File: src/rtl/seq1010_pkg.sv
// Shared types and helpers for the 1010 scan sequencer.
// Controller and detector state encodings live here.
package seq1010_pkg;

  typedef enum logic [1:0] {
    ST_IDLE,
    ST_SHIFT,
    ST_DRAIN,
    ST_DONE
  } state_e;

  typedef enum logic [1:0] {
    D_NONE,
    D_1,
    D_10,
    D_101
  } det_e;

  localparam logic [31:0] FIRST_NONE = '1;

  function automatic int lw_of(input int w);
    return $clog2(w + 1);
  endfunction

endpackage

File: src/rtl/seq1010_if.sv
// Start/result bundle between a parallel producer and the scan sequencer.
// The producer uses master, the sequencer uses slave.
interface seq1010_if
  import seq1010_pkg::*;
#(
  parameter int WIDTH = 16,
  parameter int CNT_W = 4
);
  localparam int LW = lw_of(WIDTH);

  logic             start_valid;
  logic             start_ready;
  logic [WIDTH-1:0] data_in;
  logic [LW-1:0]    len;
  logic             clear_hist;
  logic             abort;
  logic             ser_bit;
  logic             ser_en;
  logic             busy;
  logic             done;
  logic [CNT_W-1:0] match_count;
  logic [LW-1:0]    first_pos;

  modport master (
    output start_valid, data_in, len,
    output clear_hist, abort,
    input  start_ready, ser_bit, ser_en,
    input  busy, done, match_count, first_pos
  );

  modport slave (
    input  start_valid, data_in, len,
    input  clear_hist, abort,
    output start_ready, ser_bit, ser_en,
    output busy, done, match_count, first_pos
  );

endinterface

File: src/rtl/seq1010_det.sv
// Overlapping bit-serial 1010 detector.
// Hit is registered: high the cycle after the completing bit.
module seq1010_det
  import seq1010_pkg::*;
(
  input  logic clk,
  input  logic rst_n,
  input  logic i_clr,
  input  logic i_en,
  input  logic i_bit,
  output logic o_hit
);

  det_e r_s, w_s;
  logic r_hit, w_hit;

  always_ff @(posedge clk or negedge rst_n) begin
    if (!rst_n) begin
      r_s   <= D_NONE;
      r_hit <= 1'b0;
    end else begin
      r_s   <= w_s;
      r_hit <= w_hit;
    end
  end

  always_comb begin
    w_s   = r_s;
    w_hit = 1'b0;
    if (i_clr) begin
      w_s = D_NONE;
    end else if (i_en) begin
      unique case (r_s)
        D_NONE: w_s = i_bit ? D_1   : D_NONE;
        D_1:    w_s = i_bit ? D_1   : D_10;
        D_10:   w_s = i_bit ? D_101 : D_NONE;
        D_101: begin
          // trailing "10" of a match seeds the next one
          w_s   = i_bit ? D_1 : D_10;
          w_hit = !i_bit;
        end
        default: w_s = D_NONE;
      endcase
    end
  end

  assign o_hit = r_hit;

endmodule

File: src/rtl/seq1010_scan_ctrl.sv
// Sequencer: accepts a word, shifts it MSB-first into the detector,
// then reports match count and first match offset.
module seq1010_scan_ctrl
  import seq1010_pkg::*;
#(
  parameter int WIDTH = 16,
  parameter int CNT_W = 4
)
(
  input logic   clk,
  input logic   rst_n,
  seq1010_if.slave bus
);

  localparam int LW = lw_of(WIDTH);
  localparam logic [LW-1:0]    W_MAX = LW'(WIDTH);
  localparam logic [CNT_W-1:0] C_MAX = '1;

  state_e r_state, w_next;

  logic [WIDTH-1:0] r_sh;
  logic [LW-1:0]    r_len;
  logic [LW-1:0]    r_k;
  logic [CNT_W-1:0] r_cnt;
  logic [LW-1:0]    r_first;

  logic          w_acc;
  logic          w_clr;
  logic          w_en;
  logic          w_bit;
  logic          w_hit;
  logic          w_last;
  logic          w_live;
  logic [LW-1:0] w_len;

  assign w_acc  = bus.start_valid && (r_state == ST_IDLE);
  assign w_clr  = w_acc && bus.clear_hist;
  assign w_len  = (bus.len > W_MAX) ? W_MAX : bus.len;
  assign w_en   = (r_state == ST_SHIFT);
  assign w_bit  = r_sh[WIDTH-1];
  assign w_last = (r_k == r_len - 1'b1);
  assign w_live = (r_state == ST_SHIFT) ||
                  (r_state == ST_DRAIN);

  seq1010_det u_det (
    .clk   (clk),
    .rst_n (rst_n),
    .i_clr (w_clr),
    .i_en  (w_en),
    .i_bit (w_bit),
    .o_hit (w_hit)
  );

  always_ff @(posedge clk or negedge rst_n) begin
    if (!rst_n) r_state <= ST_IDLE;
    else        r_state <= w_next;
  end

  always_comb begin
    w_next = r_state;
    unique case (r_state)
      ST_IDLE: begin
        if (bus.start_valid)
          w_next = (w_len == '0) ? ST_DONE : ST_SHIFT;
      end
      ST_SHIFT: begin
        if (bus.abort)   w_next = ST_IDLE;
        else if (w_last) w_next = ST_DRAIN;
      end
      ST_DRAIN: w_next = bus.abort ? ST_IDLE : ST_DONE;
      ST_DONE:  w_next = ST_IDLE;
      default:  w_next = ST_IDLE;
    endcase
  end

  // r_k runs one ahead of the hit it sees, so hit offset is r_k-1
  always_ff @(posedge clk or negedge rst_n) begin
    if (!rst_n) begin
      r_sh    <= '0;
      r_len   <= '0;
      r_k     <= '0;
      r_cnt   <= '0;
      r_first <= FIRST_NONE[LW-1:0];
    end else if (w_acc) begin
      r_sh    <= bus.data_in << (W_MAX - w_len);
      r_len   <= w_len;
      r_k     <= '0;
      r_cnt   <= '0;
      r_first <= FIRST_NONE[LW-1:0];
    end else begin
      if (w_en) begin
        r_sh <= r_sh << 1;
        r_k  <= r_k + 1'b1;
      end
      if (w_live && w_hit) begin
        if (r_cnt == '0)   r_first <= r_k - 1'b1;
        if (r_cnt != C_MAX) r_cnt  <= r_cnt + 1'b1;
      end
    end
  end

  assign bus.start_ready = (r_state == ST_IDLE);
  assign bus.busy        = (r_state != ST_IDLE);
  assign bus.done        = (r_state == ST_DONE);
  assign bus.ser_en      = w_en;
  assign bus.ser_bit     = w_en & w_bit;
  assign bus.match_count = r_cnt;
  assign bus.first_pos   = r_first;

endmodule

File: src/flat_wrapper.sv
// flat-port wrapper written by rule: the top's interface ports become plain ports
module seq1010_scan_ctrl_flat import seq1010_pkg::*;
#(
  parameter int WIDTH = 16,
  parameter int CNT_W = 4
)
  (clk, rst_n, bus_start_valid, bus_data_in, bus_len, bus_clear_hist, bus_abort, bus_start_ready, bus_ser_bit, bus_ser_en, bus_busy, bus_done, bus_match_count, bus_first_pos);
  seq1010_if #(.WIDTH(WIDTH), .CNT_W(CNT_W)) bus_i ();
  input logic clk;
  input logic rst_n;
  input wire logic [$bits(bus_i.start_valid)-1:0] bus_start_valid;
  input wire logic [$bits(bus_i.data_in)-1:0] bus_data_in;
  input wire logic [$bits(bus_i.len)-1:0] bus_len;
  input wire logic [$bits(bus_i.clear_hist)-1:0] bus_clear_hist;
  input wire logic [$bits(bus_i.abort)-1:0] bus_abort;
  output wire logic [$bits(bus_i.start_ready)-1:0] bus_start_ready;
  output wire logic [$bits(bus_i.ser_bit)-1:0] bus_ser_bit;
  output wire logic [$bits(bus_i.ser_en)-1:0] bus_ser_en;
  output wire logic [$bits(bus_i.busy)-1:0] bus_busy;
  output wire logic [$bits(bus_i.done)-1:0] bus_done;
  output wire logic [$bits(bus_i.match_count)-1:0] bus_match_count;
  output wire logic [$bits(bus_i.first_pos)-1:0] bus_first_pos;
  assign bus_i.start_valid = bus_start_valid;
  assign bus_i.data_in = bus_data_in;
  assign bus_i.len = bus_len;
  assign bus_i.clear_hist = bus_clear_hist;
  assign bus_i.abort = bus_abort;
  assign bus_start_ready = bus_i.start_ready;
  assign bus_ser_bit = bus_i.ser_bit;
  assign bus_ser_en = bus_i.ser_en;
  assign bus_busy = bus_i.busy;
  assign bus_done = bus_i.done;
  assign bus_match_count = bus_i.match_count;
  assign bus_first_pos = bus_i.first_pos;
  seq1010_scan_ctrl #(.WIDTH(WIDTH), .CNT_W(CNT_W)) u_core (.clk(clk), .rst_n(rst_n), .bus(bus_i));
endmodule
File: config.mk
export PLATFORM = sky130hd
export DESIGN_NAME = seq1010_scan_ctrl_flat
export DESIGN_NICKNAME = d
export VERILOG_FILES = /design/src/rtl/seq1010_pkg.sv /design/src/rtl/seq1010_if.sv /design/src/rtl/seq1010_det.sv /design/src/rtl/seq1010_scan_ctrl.sv /design/src/flat_wrapper.sv
export SDC_FILE = /design/constraint.sdc
export NUM_CORES = 1
export LEC_CHECK = 0
export ABC_AREA = 1
export CAP_MARGIN = 5
export CORE_ASPECT_RATIO = 0.75
export CORE_MARGIN = 3
export CORE_UTILIZATION = 55
export DETAILED_ROUTE_END_ITERATION = 8
export PLACE_DENSITY = 0.8
export SLEW_MARGIN = 5
export SYNTH_ARGS = -nofsm -noshare
export SYNTH_HDL_FRONTEND = slang
export SYNTH_SLANG_ARGS = --single-unit
File: constraint.sdc
create_clock -name clk -period 2 [get_ports clk]
set_input_delay 0.2 -clock clk [delete_from_list [all_inputs] [get_ports clk]]
set_output_delay 0.2 -clock clk [all_outputs]
set_load 0.05 [all_outputs]
-- After elaboration in Yosys (flattened, before gate mapping)
Cells that the tools add are included.
- bitwise logic cells: 1
- reductions and logical operators: 19
- multipliers: 0
- $add $sub $neg: 5
- muxes and demuxes: 26
- equal/unequal tests: 10
- shift-type cells: 1
- magnitude comparators: 1
- divide/modulo/power cells: 0
- operators by type and width (cell ; count):
    2-to-1 mux 16 bit ; 2
    2-to-1 mux 5 bit ; 6
    2-to-1 mux 2 bit ; 9
    left shift 16 x 5 -> 16 bit ; 1
    2-to-1 mux 4 bit ; 3
    nonzero test 2 bit ; 6
    subtractor 5 x 1 -> 5 bit, second input constant ; 2
    == test 2 bit, second input constant ; 4
    case mux 2 bit (4 select lines) ; 1
    case mux 2 bit (3 select lines) ; 1
    AND reduction 2 bit ; 3
    adder 5 x 1 -> 5 bit, second input constant ; 1
    == test 5 bit ; 1
    greater-than comparator 5 bit, second input constant ; 1
    logical NOT 5 bit ; 1
    subtractor 5 bit, first input constant ; 1
    adder 4 x 1 -> 4 bit, second input constant ; 1
    == test 2 x 1 -> 1 bit, second input constant ; 2
    logical NOT 2 bit ; 2
    logical NOT 4 bit ; 1
    2-to-1 mux 1 bit ; 4
    != test 4 bit, second input constant ; 1
    logical AND 1 bit ; 3
    != test 3 bit, second input constant ; 1
    other kinds (5) ; 5
- flip-flop bits (word level): 40
- bits in read-only memories: 0
- output and inout bits: 14
- memories kept: 0
- RAM bits: 0
- input bits: 26
- bits in latches: 0

-- Longest topological paths before layout
Gate-level depths: netlist of the first run.
- depth in word-level cells: 6
- mapped depth: 17
- gate-level depth less buffers: 15

-- Hierarchy
A second synthesis of the first run with hierarchy kept.
- cells, all modules: 411
- area, all modules: 2819.0 µm²
- modules (own cells, without submodules) (module ; area each (µm²) ; instances ; sequential area each (µm²) ; cells each):
    seq1010_scan_ctrl ; 2678.8 ; 1 ; 932.1 ; 392
    seq1010_det ; 140.1 ; 1 ; 75.1 ; 19

-- Worst setup path after synthesis of the first run
OpenSTA, ideal clock, no wires.
- kind: input-to-reg
- start: in bus_len[1]
- end: reg u_core.r_sh[13]
- buffers on the path: 2
- setup time: 0.113 ns
- cell stages on the path: 17
- data arrival time: 2.160 ns
- slack: -0.273 ns
- cell sequence: nor2_1 nand2_2 nand2_4 buf_4 nand2_1 ha_1 o21a_1 ha_1 nand2_1 clkinv_1 nand2_1 inv_1 buf_4 nand3_1 nand3_1 nand2_1 inv_1
- cells in the longest elaborated chain, start to end: 5
- ends and longest elaborated chain (element ; RTL line ; text):
    start, declared ; flat_wrapper.sv:13 ; input wire logic [$bits(bus_i.len)-1:0] bus_len;
    greater-than comparator 5 bit ; seq1010_scan_ctrl.sv:38 ; assign w_len = (bus.len > W_MAX) ? W_MAX : bus.len;
    2-to-1 mux 5 bit (*) ; seq1010_scan_ctrl.sv:38 ;
    subtractor 5 bit (*) ; seq1010_scan_ctrl.sv:85 ; r_sh <= bus.data_in << (W_MAX - w_len);
    left shift 16 x 5 -> 16 bit (*) ; seq1010_scan_ctrl.sv:85 ;
    2-to-1 mux 16 bit (*) ; seq1010_scan_ctrl.sv:84 ; end else if (w_acc) begin
    end signal, assigned ; seq1010_scan_ctrl.sv:85 ;
    end signal, assigned ; seq1010_scan_ctrl.sv:92 ; r_sh <= r_sh << 1;
    end, declared ; seq1010_scan_ctrl.sv:21 ; logic [WIDTH-1:0] r_sh;
Mark *: on every way between the ends. The rest lies on a longest branch, timed or not.
A chain may end at the register's enable or synchronous reset.

-- Worst setup path in the final report of the first run
- start: reg u_core.r_state[1]
- end: out bus_done
- cells in the longest elaborated chain, start to end: 1
- ends and longest elaborated chain (element ; RTL line ; text):
    start, declared ; seq1010_scan_ctrl.sv:19 ; state_e r_state, w_next;
    start signal, assigned ; seq1010_scan_ctrl.sv:56 ; else r_state <= w_next;
    == test 2 bit ; seq1010_scan_ctrl.sv:104 ; assign bus.done = (r_state == ST_DONE);
    end, declared ; flat_wrapper.sv:20 ; output wire logic [$bits(bus_i.done)-1:0] bus_done;
No other way between the ends.

==> impl_metrics.json, run 1 <==
{
  "powerDensity_nw_per_um2": 1190,
  "syn_nets": 454,
  "dr.pass1.iters": 5,
  "leakage_uw": 0.00181,
  "arrival_ps": 1710,
  "port-buffer-count": 39,
  "numCtsBuffers": 5,
  "nFillCells": 407,
  "grt_usage": 0.250,
  "fin_nets": 514,
  "finalHoldViolCount": 0,
  "die_w_um": 90.2,
  "gp_congestion": 0.975,
  "drc": 0,
  "post_cts_buffers": 0,
  "endpoint_kind": "output port",
  "ys_types": 32,
  "finalMaxSlewViolations": 0,
  "rsz0062_at_grt": "false",
  "crit_path_top_delay_cell": "clkdlybuf4s50_1",
  "synth_edf_count": 0,
  "outcome": "completed",
  "crit_chain": "ha_1 -> clkdlybuf4s50_1",
  "insertion_delay_ps": 300,
  "criticalPathCategory": "register to output port",
  "reg2reg_to": "u_core.r_sh[12]",
  "via_per_inst": 5.55,
  "cp_top_family": "buffers and inverters",
  "cts.sinks": 40,
  "ys_seq_area_frac": 0.344,
  "multi_input_area_um2": 1660,
  "yosysWarnings": 0,
  "row_count": 22,
  "netlist_area_um2": 2930,
  "areaGrowthSynthToFinish_pct": 26.3,
  "worstSetupStartpointType": "register",
  "r2r_cells": 8,
  "reg2reg_from": "u_core.r_state[1]",
  "io-pin-count": 40,
  "place_area_um2": 3590,
  "die_h_um": 69.2,
  "fmax_mhz": 525,
  "reg2reg_slack_ps": 220,
  "wirelength_mm": 7.73,
  "drv_cap": 0,
  "worstHoldPathType": "input pin to asynchronous set/reset pin",
  "vias": 3050,
  "grt_pass1_vias": 2771,
  "cp.buffers_inverters": 1,
  "worstMarginPinSlew_ps": 526,
  "final_area_um2": 3700,
  "dieArea_um2": 6240,
  "ir_drop_uv": 709,
  "fin_crit_ps": 1910,
  "final_core_util": 0.738,
  "tns_ps": 0,
  "dp_hpwl_mm": 5.88,
  "async_flop_share": 1.00,
  "grt_pass1_wl_mm": 12.9,
  "grt_max_degree": 28,
  "antenna_found_initial": 0,
  "clk_path_buf_depth": 2,
  "regArea_um2": 1010,
  "syn_avg_cell_area_um2": 7.02,
  "synthFlopType": "dfrtp_1",
  "cts_tree": "done",
  "start_util": 0.584,
  "slew_headroom": 0.648,
  "cp_slowest_stage_delay_ps": 810,
  "drtIter0Drc": 246,
  "final_cell_mix": "95 x nand3_1, 83 x nand2_1, 44 x inv_1",
  "synthTopCellsByArea": "dfrtp_1 30%, nand3_1 16%, nand2_1 11%, inv_1 5.8%, o21ai_0 4.8%",
  "yosysTopAreaCell": "dfrtp_1",
  "ys_ff_latch": 40,
  "overflow": 0,
  "yosysTopAreaCellShare": 0.299,
  "layout_commonest_cell": "nand3_1",
  "fin_hold_ws_ps": 332,
  "drive_gt1_frac": 0.163,
  "setup-violations-final": 0,
  "antennaDiodeCount": 0,
  "cts_root_buffer": "clkbuf_8",
  "power_uw": 4410,
  "crit_required_ps": 1800,
  "skew_ps": 4.81,
  "synth_cells": 417,
  "htreeDepth": 2,
  "crit_fanout": 4,
  "fin_crit_sh": 0.953,
  "clkSlewWorstSetupHoldPaths_ps": 70,
  "fp.coreArea_um2": 5010,
  "antenna_left": 0,
  "post_drt_wl_per_cell_um": 14.1
}
## cells in the mapped netlist, drive strengths merged (2+ instances only)
cell type / number
nand3: 96
nand2: 94
inv: 48
dfrtp: 35
o21ai: 28
nor2: 26
a21oi: 23
buf: 11
ha: 11
clkbuf: 7
xor2: 7
nor3: 6
dfstp: 5
or2: 5
nand4: 3
o211ai: 3
xnor2: 3
clkinv: 2
## cells by family (layout without fill, tap and decap cells)
kind of cell,count (synthesis),count (layout),share of synthesized area
AO/OA/AOI/OAI,56,56,0.104
XOR/XNOR,10,10,0.0364
adder cells (fa/ha/maj),11,11,0.0470
buffers and inverters,68,129,0.101
flip-flops,40,40,0.344
AND/OR/NAND/NOR,232,232,0.368
## state kept, by name, indices dropped and copies added, names as in the netlist
register,count
u_core.bus.first_pos,5
u_core.bus.match_count,4
u_core.r_k,5
u_core.r_len,5
u_core.r_sh,16
u_core.r_state,2
u_core.u_det.o_hit,1
u_core.u_det.r_s,2
## repair_timing
item / in CTS / in global routing
hold endpoints to repair: 12 / 0
hold buffers: 1 / 0
endpoints found under the setup margin: 12 / 0
resized for setup: 5 / 0
## report_power, final
group          leakage [µW]  switching (µW)  internal [µW]
Sequential         0.000494             204           1140
Clock             0.0000455             276            281
Combinational       0.00127            1530            986
Total               0.00181            2010           2410
## worst max-delay path by stage
stage                     slack, ps  cells past startpoint         startpoint               to
after floorplan                   3                     17         bus_len[1]  u_core.r_sh[13]
after global placement         -350                     16         bus_len[2]  u_core.r_sh[15]
final                            90                      2  u_core.r_state[1]         bus_done
after detailed placement       -400                     16         bus_len[1]  u_core.r_sh[15]
after global routing             10                     16         bus_len[2]  u_core.r_sh[13]
after CTS                       110                      2  u_core.r_state[0]         bus_done
## per-stage QoR
stage	cells	worst slack (ps)
after floorplan	417	2.54
after global placement	540	-345
after detailed placement	540	-397
after CTS	550	106
after global routing	550	14.7
final	550	93.5
## metal layers
metal	track usage	wire, µm
met1	0.369	3700
met4	0.0374	49
met5	0	0
met3	0.0480	544
met2	0.391	3440
## layout make-up
| class | count | share of cell area |
|---|---|---|
| repair buffers | 70 | 0.174 |
| inverters | 50 | 0.0531 |
| well taps | 72 | 0.0244 |
| repair inverters | 1 | 0.00135 |
| multi-input cells | 309 | 0.450 |
| flip-flops and latches | 40 | 0.273 |
| clock buffers | 8 | 0.0244 |
Note: power is estimated with default switching activity, not from simulation.
==> run 2, diff against run 1 <==
SYNTH_HIERARCHICAL = 1   (was not set)
==> run 2 against run 1 <==
Combinational power is 9.6% lower; setup slack better by 35 ps; die area decreased by 3.4%; non-clock buffer count is 9 lower; cell count is 4.4% lower; highest routed layer unchanged; total power down 3.4%; sequential power about the same; clock skew is 1.7 ps higher; fmax is 1.8% higher.
==> impl_metrics.json, run 2 <==
{
  "htreeDepth": 2,
  "gp_congestion": 0.959,
  "fin_nets": 505,
  "dr.pass1.iters": 5,
  "final_area_um2": 3510,
  "outcome": "completed",
  "final_core_util": 0.747,
  "reg2reg_from": "u_core/r_state[0]",
  "synthSimpleGateAreaFrac": 0.360,
  "internal-power_uw": 2360,
  "p_sw_uw": 1900,
  "start_util": 0.599,
  "cp-startpoint": "u_core/r_state[0]",
  "synth_commonest_cells": "108 x nand2_1, 61 x nand3_1, 40 x nor2_1, 39 x inv_1",
  "worstSetupStartpointType": "register",
  "cts_root_buffer": "clkbuf_8",
  "rsz0062_at_grt": "false",
  "grt_pass1_vias": 2540,
  "fin_crit_sh": 0.936,
  "async_flop_share": 1.00,
  "finalHoldViolCount": 0,
  "skew_ps": 6.54,
  "antennaDiodeCount": 0,
  "synthFlopType": "dfrtp_1",
  "powerDensity_nw_per_um2": 1210,
  "synth_cells": 411,
  "grt_max_degree": 36,
  "fmax_mhz": 534,
  "synth-adder-area-share": 0.0488,
  "cp-endpoint": "bus_done",
  "swShare": 0.447,
  "crit_required_ps": 1800,
  "yosysTopAreaCell": "dfrtp_1",
  "post-synth-top-count-cell": "nand2_1",
  "ys_ff_latch": 40,
  "setup-violations-final": 0,
  "largest_reg_flops": 16,
  "final_cell_mix": "106 x nand2_1, 61 x nand3_1, 39 x inv_1, 39 x nor2_1",
  "pwr-share-comb": 0.532,
  "fin_crit_ps": 1870,
  "post_drt_wl_per_cell_um": 13.1,
  "finalMaxSlewViolations": 0,
  "grt_usage": 0.241,
  "netlist_area_um2": 2820,
  "syn_nets": 448,
  "synth_edf_count": 0,
  "dieArea_um2": 6030,
  "ys_seq_area_frac": 0.357,
  "clkSlewWorstSetupHoldPaths_ps": 80,
  "synthTopCellsByArea": "dfrtp_1 31%, nand2_1 14%, nand3_1 11%, o21ai_0 6.2%, nor2_1 5.3%",
  "arrival_ps": 1670,
  "drc": 0,
  "antenna_left": 0,
  "crit_fanout": 4,
  "vias": 2873,
  "slew_headroom": 0.654,
  "synth_top_family_by_area": "simple AND/OR/NAND/NOR gates",
  "grt_pass1_wl_mm": 11.3,
  "die_w_um": 88.7,
  "drv_cap": 0,
  "clockPowerShare": 0.150,
  "overflow": 0,
  "wirelength_mm": 6.91,
  "synth_compound_area_frac": 0.126,
  "cts_tree": "done",
  "areaGrowthSynthToFinish_pct": 24.6,
  "criticalPathCategory": "register to output port",
  "post_cts_buffers": 0,
  "synthXorXnorAreaFrac": 0.0217,
  "nFillCells": 399,
  "insertion_delay_ps": 290,
  "numCtsBuffers": 5,
  "row_count": 21,
  "syn_avg_cell_area_um2": 6.86,
  "largest-register": "u_core/r_sh",
  "io-pin-count": 40,
  "ys_types": 32,
  "fp.coreArea_um2": 4700,
  "leakage_uw": 0.00177,
  "layout_commonest_cell": "nand2_1",
  "tns_ps": 0,
  "r2r_cells": 9,
  "port-buffer-count": 39,
  "endpoint_kind": "output port",
  "reg2reg_slack_ps": 210,
  "yosysWarnings": 6,
  "yosysTopAreaCellShare": 0.311,
  "ir_drop_uv": 851,
  "cts.sinks": 40,
  "dp_cells": 517,
  "synthMuxAreaShare": 0,
  "die_h_um": 68,
  "fin_hold_ws_ps": 358,
  "final_cells": 526,
  "place_area_um2": 3380,
  "worstHoldPathType": "input pin to asynchronous set/reset pin",
  "seq_power_share": 0.318,
  "via_per_inst": 5.46,
  "reg2reg_to": "u_core/r_sh[12]",
  "clk_path_buf_depth": 2,
  "antenna_found_initial": 0,
  "drtIter0Drc": 260,
  "worstMarginPinSlew_ps": 518,
  "dp_hpwl_mm": 5.31,
  "drive_gt1_frac": 0.139
}
==> run 2: changes by cell type in the layout (fill, tap and decap cells not counted), moves of 4 or more <==
cell,previous run,this run
nand2_1,83,106
inv_1,44,39
nand3_1,95,61
dlygate4sd2_1,4,0
nor2_1,23,39
buf_4,31,23
o21ai_0,28,35
==> run 2: worst min-delay path by stage <==
| stage | from | end | slack (ps) | cells after the start |
|---|---|---|---|---|
| floorplan | rst_n | u_core/bus.match_count[0] | -100 | 0 |
| global placement | rst_n | u_core/r_len[1] | 140 | 1 |
| detailed placement | rst_n | u_core/r_sh[11] | 140 | 1 |
| CTS | rst_n | u_core/r_k[0] | 370 | 2 |
| global route | rst_n | u_core/r_k[3] | 390 | 2 |
| finish | rst_n | u_core/r_k[3] | 360 | 2 |
==> run 2: power groups by stage <==
| stage | Sequential [µW] | Combinational, µW | Clock [µW] |
|---|---|---|---|
| floorplan | 1430 | 1510 | 0 |
| global placement | 1350 | 2160 | 0 |
| detailed placement | 1360 | 2230 | 0 |
| CTS | 1350 | 2260 | 647 |
| global route | 1390 | 2540 | 688 |
| finish | 1350 | 2270 | 638 |
==> run 2: logic make-up after synthesis <==
logic type / Yosys count
and+or+nand+nor: 230
AOI/OAI and AO/OA: 67
buffers and inverters: 56
DFF: 40
adders and majority gates: 11
xor gates and xnor gates: 7
==> run 2: critical path, cell delays in order, from the launching register on <==
cell and delay, ps:
dfrtp_1 420, ha_1 170, clkdlybuf4s50_1 790
==> run 2: per-stage QoR <==
step           setup slack, ps  total power, µW
2_1_floorplan              140             2940
3_3_place_gp              -242             3510
3_5_place_dp              -317             3590
4_1_cts                   2.60             4250
5_1_grt                   15.9             4610
6_report                   128             4260
==> run 2: metal layers <==
layer / up-vias / GRT usage / part of all wire
met2: 83 / 0.365 / 0.43
li1: 1456 / - / -
met1: 1329 / 0.366 / 0.51
met5: - / 0 / 0
met3: 5 / 0.0397 / 0.054
met4: 0 / 0.0396 / 0.0039
==> run 2: final cells by class <==
cell class / count / area (µm²) / share of cell area
Tap cell: 57 / 71.3 / 0.0203
Clock buffer: 6 / 72.6 / 0.0207
Multi-Input combinational cell: 315 / 1580 / 0.450
Clock inverter: 2 / 35.0 / 0.00997
Timing Repair Buffer: 61 / 573 / 0.163
Sequential cell: 40 / 1010 / 0.287
Inverter: 45 / 174 / 0.0495
==> run 2: timing repair <==
action,CTS,global route
hold buffers,1,0
hold endpoints to repair,14,0
gates resized for setup,2,4
endpoints found under the setup margin,3,12
==> run 3, diff against run 2 <==
CAP_MARGIN = not set   (was 5)
CTS_CLUSTER_DIAMETER = 40   (was not set)
==> results of run 3 <==
No change in the layout: final DEF, timing and power equal those of run 2.
